[src/rtl/booth_mult_seq.sv]
// booth_mult_seq: sequential radix-2 Booth multiplier controller.
// Drives an external 32-bit add/subtract stage one Booth step per cycle and
// returns the low 32 bits of the signed product plus an overflow flag.
// Optional feature macro: MULT_RESTART_EN (ctrl_MULT while busy restarts).
module booth_mult_seq (
    input  logic        clock,
    input  logic        reset,
    input  logic        ctrl_MULT,
    input  logic [31:0] data_operandA,
    input  logic [31:0] data_operandB,
    output logic [31:0] data_result,
    output logic        data_exception,
    output logic        data_resultRDY,
    output logic [31:0] adder_operandA,
    output logic [31:0] adder_operandB,
    output logic        adder_addOrSub,
    output logic        adder_skip,
    input  logic [31:0] adder_result,
    input  logic        adder_overflow
);

    typedef enum logic [1:0] {
        IDLE = 2'd0,
        BUSY = 2'd1,
        DONE = 2'd2
    } state_t;

    state_t      state_q, state_d;
    logic [31:0] m_q, m_d;
    logic [31:0] phi_q, phi_d;
    logic [31:0] plo_q, plo_d;
    logic        g_q, g_d;
    logic [5:0]  cnt_q, cnt_d;
    logic [31:0] result_q, result_d;
    logic        exc_q, exc_d;
    logic        rdy_q, rdy_d;

    logic        sum_sign;
    logic [31:0] phi_sh;
    logic [31:0] plo_sh;
    logic        g_sh;
    logic        restart;

    assign adder_operandA = phi_q;
    assign adder_operandB = m_q;
    assign data_result    = result_q;
    assign data_exception = exc_q;
    assign data_resultRDY = rdy_q;

`ifdef MULT_RESTART_EN
    assign restart = ctrl_MULT;
`else
    assign restart = 1'b0;
`endif

    // Booth pair decode: adder controls only act while iterating
    always_comb begin
        adder_skip     = 1'b1;
        adder_addOrSub = 1'b0;
        if (state_q == BUSY) begin
            case ({plo_q[0], g_q})
                2'b01:   adder_skip = 1'b0;
                2'b10: begin
                    adder_skip     = 1'b0;
                    adder_addOrSub = 1'b1;
                end
                default: ;
            endcase
        end
    end

    // Arithmetic shift of {true sign, sum, P_lo, q}; sign corrected for overflow
    always_comb begin
        sum_sign = adder_result[31] ^ adder_overflow;
        phi_sh   = {sum_sign, adder_result[31:1]};
        plo_sh   = {adder_result[0], plo_q[31:1]};
        g_sh     = plo_q[0];
    end

    // Next-state and datapath update
    always_comb begin
        state_d  = state_q;
        m_d      = m_q;
        phi_d    = phi_q;
        plo_d    = plo_q;
        g_d      = g_q;
        cnt_d    = cnt_q;
        result_d = result_q;
        exc_d    = exc_q;
        rdy_d    = 1'b0;
        case (state_q)
            IDLE, DONE: begin
                if (ctrl_MULT) begin
                    state_d = BUSY;
                    m_d     = data_operandA;
                    phi_d   = '0;
                    plo_d   = data_operandB;
                    g_d     = 1'b0;
                    cnt_d   = '0;
                end else begin
                    state_d = IDLE;
                end
            end
            BUSY: begin
                if (restart) begin
                    m_d   = data_operandA;
                    phi_d = '0;
                    plo_d = data_operandB;
                    g_d   = 1'b0;
                    cnt_d = '0;
                end else begin
                    phi_d = phi_sh;
                    plo_d = plo_sh;
                    g_d   = g_sh;
                    cnt_d = cnt_q + 6'd1;
                    if (cnt_q == 6'd31) begin
                        state_d  = DONE;
                        result_d = plo_sh;
                        exc_d    = (phi_sh != {32{plo_sh[31]}});
                        rdy_d    = 1'b1;
                    end
                end
            end
            default: state_d = IDLE;
        endcase
    end

    // State register with asynchronous clear
    always_ff @(posedge clock or posedge reset) begin
        if (reset) begin
            state_q  <= IDLE;
            m_q      <= '0;
            phi_q    <= '0;
            plo_q    <= '0;
            g_q      <= 1'b0;
            cnt_q    <= '0;
            result_q <= '0;
            exc_q    <= 1'b0;
            rdy_q    <= 1'b0;
        end else begin
            state_q  <= state_d;
            m_q      <= m_d;
            phi_q    <= phi_d;
            plo_q    <= plo_d;
            g_q      <= g_d;
            cnt_q    <= cnt_d;
            result_q <= result_d;
            exc_q    <= exc_d;
            rdy_q    <= rdy_d;
        end
    end

endmodule

[config.mk]
export PLATFORM = sky130hd
export DESIGN_NAME = booth_mult_seq
export DESIGN_NICKNAME = d
export VERILOG_FILES = /design/src/rtl/booth_mult_seq.sv
export SDC_FILE = /design/constraint.sdc
export NUM_CORES = 1
export LEC_CHECK = 0
export BUFFER_PORTS_ARGS = -buffer_cell sky130_fd_sc_hd__buf_2
export CORE_ASPECT_RATIO = 0.6
export CORE_UTILIZATION = 45
export DETAILED_ROUTE_END_ITERATION = 8
export PLACE_DENSITY = 0.77
export SYNTH_ARGS = -nofsm -noshare
export SYNTH_HDL_FRONTEND = slang
export SYNTH_SLANG_ARGS = --single-unit
[constraint.sdc]
create_clock -name clock -period 3.7 [get_ports clock]
set_clock_uncertainty 0.15 [all_clocks]
set_input_delay 0.185 -clock clock [delete_from_list [all_inputs] [get_ports clock]]
set_output_delay 0.185 -clock clock [all_outputs]
set_load 0.005 [all_outputs]
==> results.sh, run 1 <==
export IMPL_synth_xor_area_share_pct=0.159
export IMPL_final_net_count=886
export IMPL_syn2layout_area_growth_pct=49.4
export IMPL_pre_cts_slack_ps=1330
export IMPL_status="completed"
export IMPL_cp_data_required_time_ps=3830
export IMPL_finalPower_w=0.00614
export IMPL_hp_class="input pin to flip-flop"
export IMPL_power_leakage_nw=4.23
export IMPL_synthAdderAreaFrac_pct=0.455
export IMPL_synth_top_family_by_area="simple AND/OR/NAND/NOR gates"
export IMPL_clock_latency_ps=400
export IMPL_tritoncts="built"
export IMPL_cts_setup_buffers=0
export IMPL_grt_util_all_layers_pct=26.0
export IMPL_drt_antenna_violating_nets=0
export IMPL_htreeDepth=4
export IMPL_diodes=0
export IMPL_dr_pass1_iters=5
export IMPL_core_um2=11600
export IMPL_synth_compound_area_share_pct=11.1
export IMPL_finalWeightedCongestion=0.812
export IMPL_antenna_found_initial=0
export IMPL_grt_overflow_total=0
export IMPL_ys_seq_area_share_pct=63.3
export IMPL_row_count=30
export IMPL_die_width_um=145
export IMPL_drtIter0Drc=257
export IMPL_ios=200
export IMPL_yosysWarnings=0
export IMPL_hold_start="adder_result[0]"
export IMPL_max_slew_margin_pct=15.9
export IMPL_startpoint="cnt_q[0]"
export IMPL_cts_resized_gates=0
export IMPL_drt_wl_total_um=15900
export IMPL_synth_simple_area_share_pct=15.8
export IMPL_grt_setup_unrepaired="false"
export IMPL_die_h_um=87.6
export IMPL_fin_tns_setup_ps=0
export IMPL_path_class="flip-flop to flip-flop"
export IMPL_mostFrequentLayoutCells="buf_2, nand2_1, dfrtp_1"
export IMPL_root_buffer="clkbuf_16"
export IMPL_initial_core_util_pct=47.4
export IMPL_num_vias=4996
export IMPL_grt_max_degree=77
export IMPL_max_stage_delay_ps=740
export IMPL_setup_violations=0
export IMPL_arrival_ps=2480
export IMPL_path_cells="ha_1, and3b_1, and2_2, o211ai_1, o32a_1"
export IMPL_cts_sinks=139
export IMPL_syn_cell_area_um2=5500
export IMPL_drc=0
export IMPL_worstMarginPinSlew_ps=1260
export IMPL_final_period_utilization_pct=63.3
export IMPL_critPathMaxFanout=35
export IMPL_synthMuxAreaShare_pct=6.55
export IMPL_cts_buffers=17
export IMPL_crit_family="simple AND/OR/NAND/NOR gates"
export IMPL_synth_cells=494
export IMPL_synth_distinct_cells=33
export IMPL_port_buffer_count=199
export IMPL_vdd_drop_max_v=0.000371
export IMPL_start_kind="flip-flop"
export IMPL_post_route_min_period_ps=2340
export IMPL_layout_commonest_cell="buf_2"
export IMPL_drive_above_1_share_pct=34.1
export IMPL_cp_slowest_cell="and2_2"
export IMPL_ys_async_sr_fraction_pct=100
export IMPL_maxCapViolations=0
export IMPL_place_hpwl_um=9190
export IMPL_powerDensity_nw_per_um2=748
export IMPL_avgSynthCellArea_um2=11.1
export IMPL_grt_pass1_wl_um=25100
export IMPL_fmax_ghz=0.427
export IMPL_crit_path_end_kind="flip-flop"
export IMPL_reg2reg_from="cnt_q[0]"
export IMPL_wire_per_inst_um=16.6
export IMPL_ys_seq_elements=139
export IMPL_synth_fp_nets=596
export IMPL_hold_violations=0
export IMPL_synth_edf_count=0
export IMPL_worst_slack_ps=1360
export IMPL_clock_path_buffers=2
export IMPL_worst_path_buf_inv=0
export IMPL_grt_pass1_vias=5104
export IMPL_synth_top_flop_cell="dfrtp_1"
export IMPL_slew_violations=0
export IMPL_worst_setup_hold_path_clk_slew_ps=60
export IMPL_drt_vias_per_instance=5.22
export IMPL_dieArea_um2=12700
sequential cells by signal (all words and copies together) (netlist names):
register	cells
adder_operandA	32
state_q	2
plo_q	32
data_result	32
data_exception	1
cnt_q	6
data_resultRDY	1
adder_operandB	32
g_q	1
final timing paths:
path	cells past startpoint	slack (ps)	to
max	5	1360	data_exception
min	3	90	plo_q[31]
max reg2reg	5	1360	data_exception
min reg2reg	2	320	adder_operandB[6]
max in group asynchronous	4	2300	adder_operandA[30]
min in group asynchronous	3	180	adder_operandB[25]
cell families after synthesis:
logic type                 after synthesis
AOI/OAI and AO/OA                       78
xor gates and xnor gates                 1
adders and majority gates                2
buffers and inverters                   34
DFF                                    139
muxes                                   32
and+or+nand+nor                        208
worst register-to-register path, stage by stage, from the launching register on:
cell and delay [ps]:
dfrtp_1 380, ha_1 220, and3b_1 210, and2_2 740
o211ai_1 210, o32a_1 330
metal layers:
metal  part of all wire [%]  wire length (um)  up-vias  track usage (%)
li1                       -                 -     2281                -
met1                     42              6610     2422             32.0
met2                     48              7610      271             43.9
met3                    9.2              1470       22             8.47
met4                    1.3               206        0             8.42
met5                      0                 0        -                0
through the flow:
step                      cells  cell area, um2  hold WS, ps  utilization (%)
after global routing        957            8210         84.9             70.8
after floorplan             494            5500          140                -
after global placement      828            6650         65.6             57.3
after CTS                   957            8210         65.8             70.8
final                       957            8210         89.4             70.8
after detailed placement    828            6650         64.4             57.3
cell usage after synthesis (all sizes together) (2+ instances only):
master / instances / area (um2)
nand2: 167 / 627
dfrtp: 139 / 3480
a22o: 33 / 290
a22oi: 32 / 240
mux2: 32 / 360
clkbuf: 21 / 78.8
buf: 10 / 56.3
nand3: 6 / 30.0
nand4: 6 / 37.5
o21ai: 6 / 30.0
nor2: 5 / 18.8
nor3: 4 / 20.0
or4: 4 / 30.0
and2: 3 / 18.8
inv: 3 / 11.3
nand2b: 3 / 18.8
nor4: 3 / 18.8
ha: 2 / 25.0
nor2b: 2 / 12.5
o211ai: 2 / 15.0
or3: 2 / 12.5
cell type report:
type | instances | area, um2
clock buffers | 18 | 429
clock inverters | 14 | 169
fillers | 786 | 3380
inverters | 3 | 15.0
multi-input cells | 321 | 1900
flip-flops and latches | 139 | 3480
well taps | 160 | 200
repair buffers | 302 | 2020
power breakdown:
part           internal, W  total, W  switching [W]
clock network      0.00106   0.00172       0.000656
logic             0.000911   0.00184       0.000926
registers          0.00217   0.00259       0.000420
total              0.00414   0.00614        0.00200
what timing repair did:
item,CTS,global route
endpoints found under the hold margin,113,0
setup endpoints to repair,0,0
hold buffers,97,0
No activity file was read; power rests on OpenSTA's default activity.
==> run 2: changes to the inputs <==
- CORE_UTILIZATION: 45 -> 49
- PLACE_DENSITY: 0.77 -> 0.79
- clock period: 3.7 -> 2.4 ns (I/O delays scaled with it)
==> run 2 against run 1 <==
- the flow now finishes with violations (design-rule violations)
- highest routed layer unchanged
- largest cell class unchanged
- critical path depth is the same
- setup slack lost 1100 ps
- design area grew 1.1%
- sequential share of layout area shrank 0.46 points
==> results.sh, run 2 (same netlist as run 1, synthesis figures left out) <==
export IMPL_drt_vias_per_instance=5.39
export IMPL_start_kind="flip-flop"
export IMPL_grt_pass1_wl_um=27000
export IMPL_rrSetupSlack_ps=270
export IMPL_crit_path_end_kind="flip-flop"
export IMPL_worstReg2RegEnd="data_result[11]"
export IMPL_startpoint="cnt_q[1]"
export IMPL_cts_setup_buffers=0
export IMPL_met1_usage_pct=37.7
export IMPL_max_slew_margin_pct=65.4
export IMPL_slew_violations=0
export IMPL_post_route_min_period_ps=2130
export IMPL_busiest_layer="met2"
export IMPL_antenna_found_initial=0
export IMPL_row_count=29
export IMPL_wire_per_inst_um=17.7
export IMPL_port_buffer_count=199
export IMPL_path_class="flip-flop to flip-flop"
export IMPL_cp_data_required_time_ps=2540
export IMPL_htreeDepth=4
export IMPL_final_period_utilization_pct=88.8
export IMPL_root_buffer="clkbuf_16"
export IMPL_dp_cells=813
export IMPL_status="complete, but fails checks"
export IMPL_final_net_count=894
export IMPL_cts_buffers=17
export IMPL_clock_latency_ps=410
export IMPL_fmax_ghz=0.469
export IMPL_mostFrequentLayoutCells="buf_2, nand2_1, dfrtp_1"
export IMPL_layout_commonest_cell="buf_2"
export IMPL_grt_util_all_layers_pct=30.3
export IMPL_grt_pass1_vias=5242
export IMPL_diodes=0
export IMPL_timing_hold_ws_ps=33.5
export IMPL_drtIter0Drc=298
export IMPL_holdPathStages=4
export IMPL_die_width_um=139
export IMPL_fin_tns_setup_ps=0
export IMPL_drt_antenna_violating_nets=0
export IMPL_num_vias=5085
export IMPL_powerDensity_nw_per_um2=1170
export IMPL_power_leakage_nw=4.28
export IMPL_cts_resized_gates=0
export IMPL_fill_cells=647
export IMPL_drt_wl_total_um=16700
export IMPL_die_h_um=84.1
export IMPL_stdcell_count=944
export IMPL_grt_util_met2_pct=50.4
export IMPL_dieArea_um2=11700
export IMPL_seqCellArea_um2=3480
export IMPL_grt_setup_unrepaired="false"
export IMPL_drc=15
export IMPL_cts_sinks=139
export IMPL_syn2layout_area_growth_pct=51.0
export IMPL_clock_path_buffers=2
export IMPL_grt_overflow_total=0
export IMPL_worst_setup_hold_path_clk_slew_ps=60
export IMPL_reg2reg_from="cnt_q[1]"
export IMPL_finalWeightedCongestion=0.823
export IMPL_use_met3_pct=8.38
export IMPL_maxCapViolations=0
export IMPL_hold_violations=0
export IMPL_ios=200
export IMPL_dr_pass1_iters=9
export IMPL_violations="design-rule violations"
export IMPL_finalPower_w=0.00972
export IMPL_grt_max_degree=57
export IMPL_critPathMaxFanout=19
export IMPL_reg2reg_depth=5
export IMPL_hp_class="input pin to flip-flop"
export IMPL_critPathCapture="data_result[11]"
export IMPL_tritoncts="built"
export IMPL_core_um2=10700
export IMPL_place_hpwl_um=9860
export IMPL_vdd_drop_max_v=0.000739
export IMPL_initial_core_util_pct=51.2
export IMPL_drive_above_1_share_pct=34.4
export IMPL_worstMarginPinSlew_ps=519
export IMPL_arrival_ps=2280
export IMPL_multi_input_area_um2=1900
export IMPL_setup_violations=0
-- run 2: cell types whose count changed in the layout (fill, tap and decap cells not counted), moves of 2 or more --
| cell | change |
|---|---|
| clkinv_2 | -3 |
| buf_4 | +4 |
| dlygate4sd3_1 | +2 |
| buf_12 | +2 |
-- run 2: area by class of cell --
cell class	instances	share of cell area (%)
multi-input combinational	321	22.9
tap	139	2.09
clock buffer	19	5.21
clock inverter	13	2.31
inverter	3	0.181
sequential	139	41.9
timing repair buffer	310	25.5
-- run 2: layer usage --
metal  up-vias  routed length, um
li1       2303                  -
met1      2481               6870
met2       264               8120
met3        37               1320
met4         0                386
met5         -                  0
-- run 2: worst min path at each step --
| stage | slack, ps | end | startpoint |
|---|---|---|---|
| 2_1_floorplan | 80 | adder_operandB[0] | data_operandA[0] |
| 4_1_cts | 4 | cnt_q[5] | ctrl_MULT |
| 3_5_place_dp | -60 | adder_operandB[26] | reset |
| 6_report | 30 | cnt_q[4] | ctrl_MULT |
| 5_1_grt | 50 | adder_operandB[26] | reset |
| 3_3_place_gp | -60 | adder_operandB[26] | reset |
-- run 2: report_power, final --
part / internal (W) / switching [W]
registers: 0.00334 / 0.000677
logic: 0.00144 / 0.00150
clock network: 0.00175 / 0.00101
-- run 2: what timing repair did --
item                                   in CTS  in global routing
setup endpoints to repair                   0                  0
endpoints found under the hold margin     237                  0
hold buffers                               99                  0
-- run 2: critical path, cell delays in order (launching register included) --
cell     delay, ps
dfrtp_1        380
ha_1           220
and3b_1        220
and2_2         460
buf_12         220
mux2_2         350
-- run 2: metrics by stage --
step	setup WS, ps	utilization [%]	area (um2)
6_report	269	77.3	8300
5_1_grt	188	77.3	8300
4_1_cts	267	77.3	8300
3_5_place_dp	276	62.3	6690
3_3_place_gp	345	62.3	6690
2_1_floorplan	395	-	5500
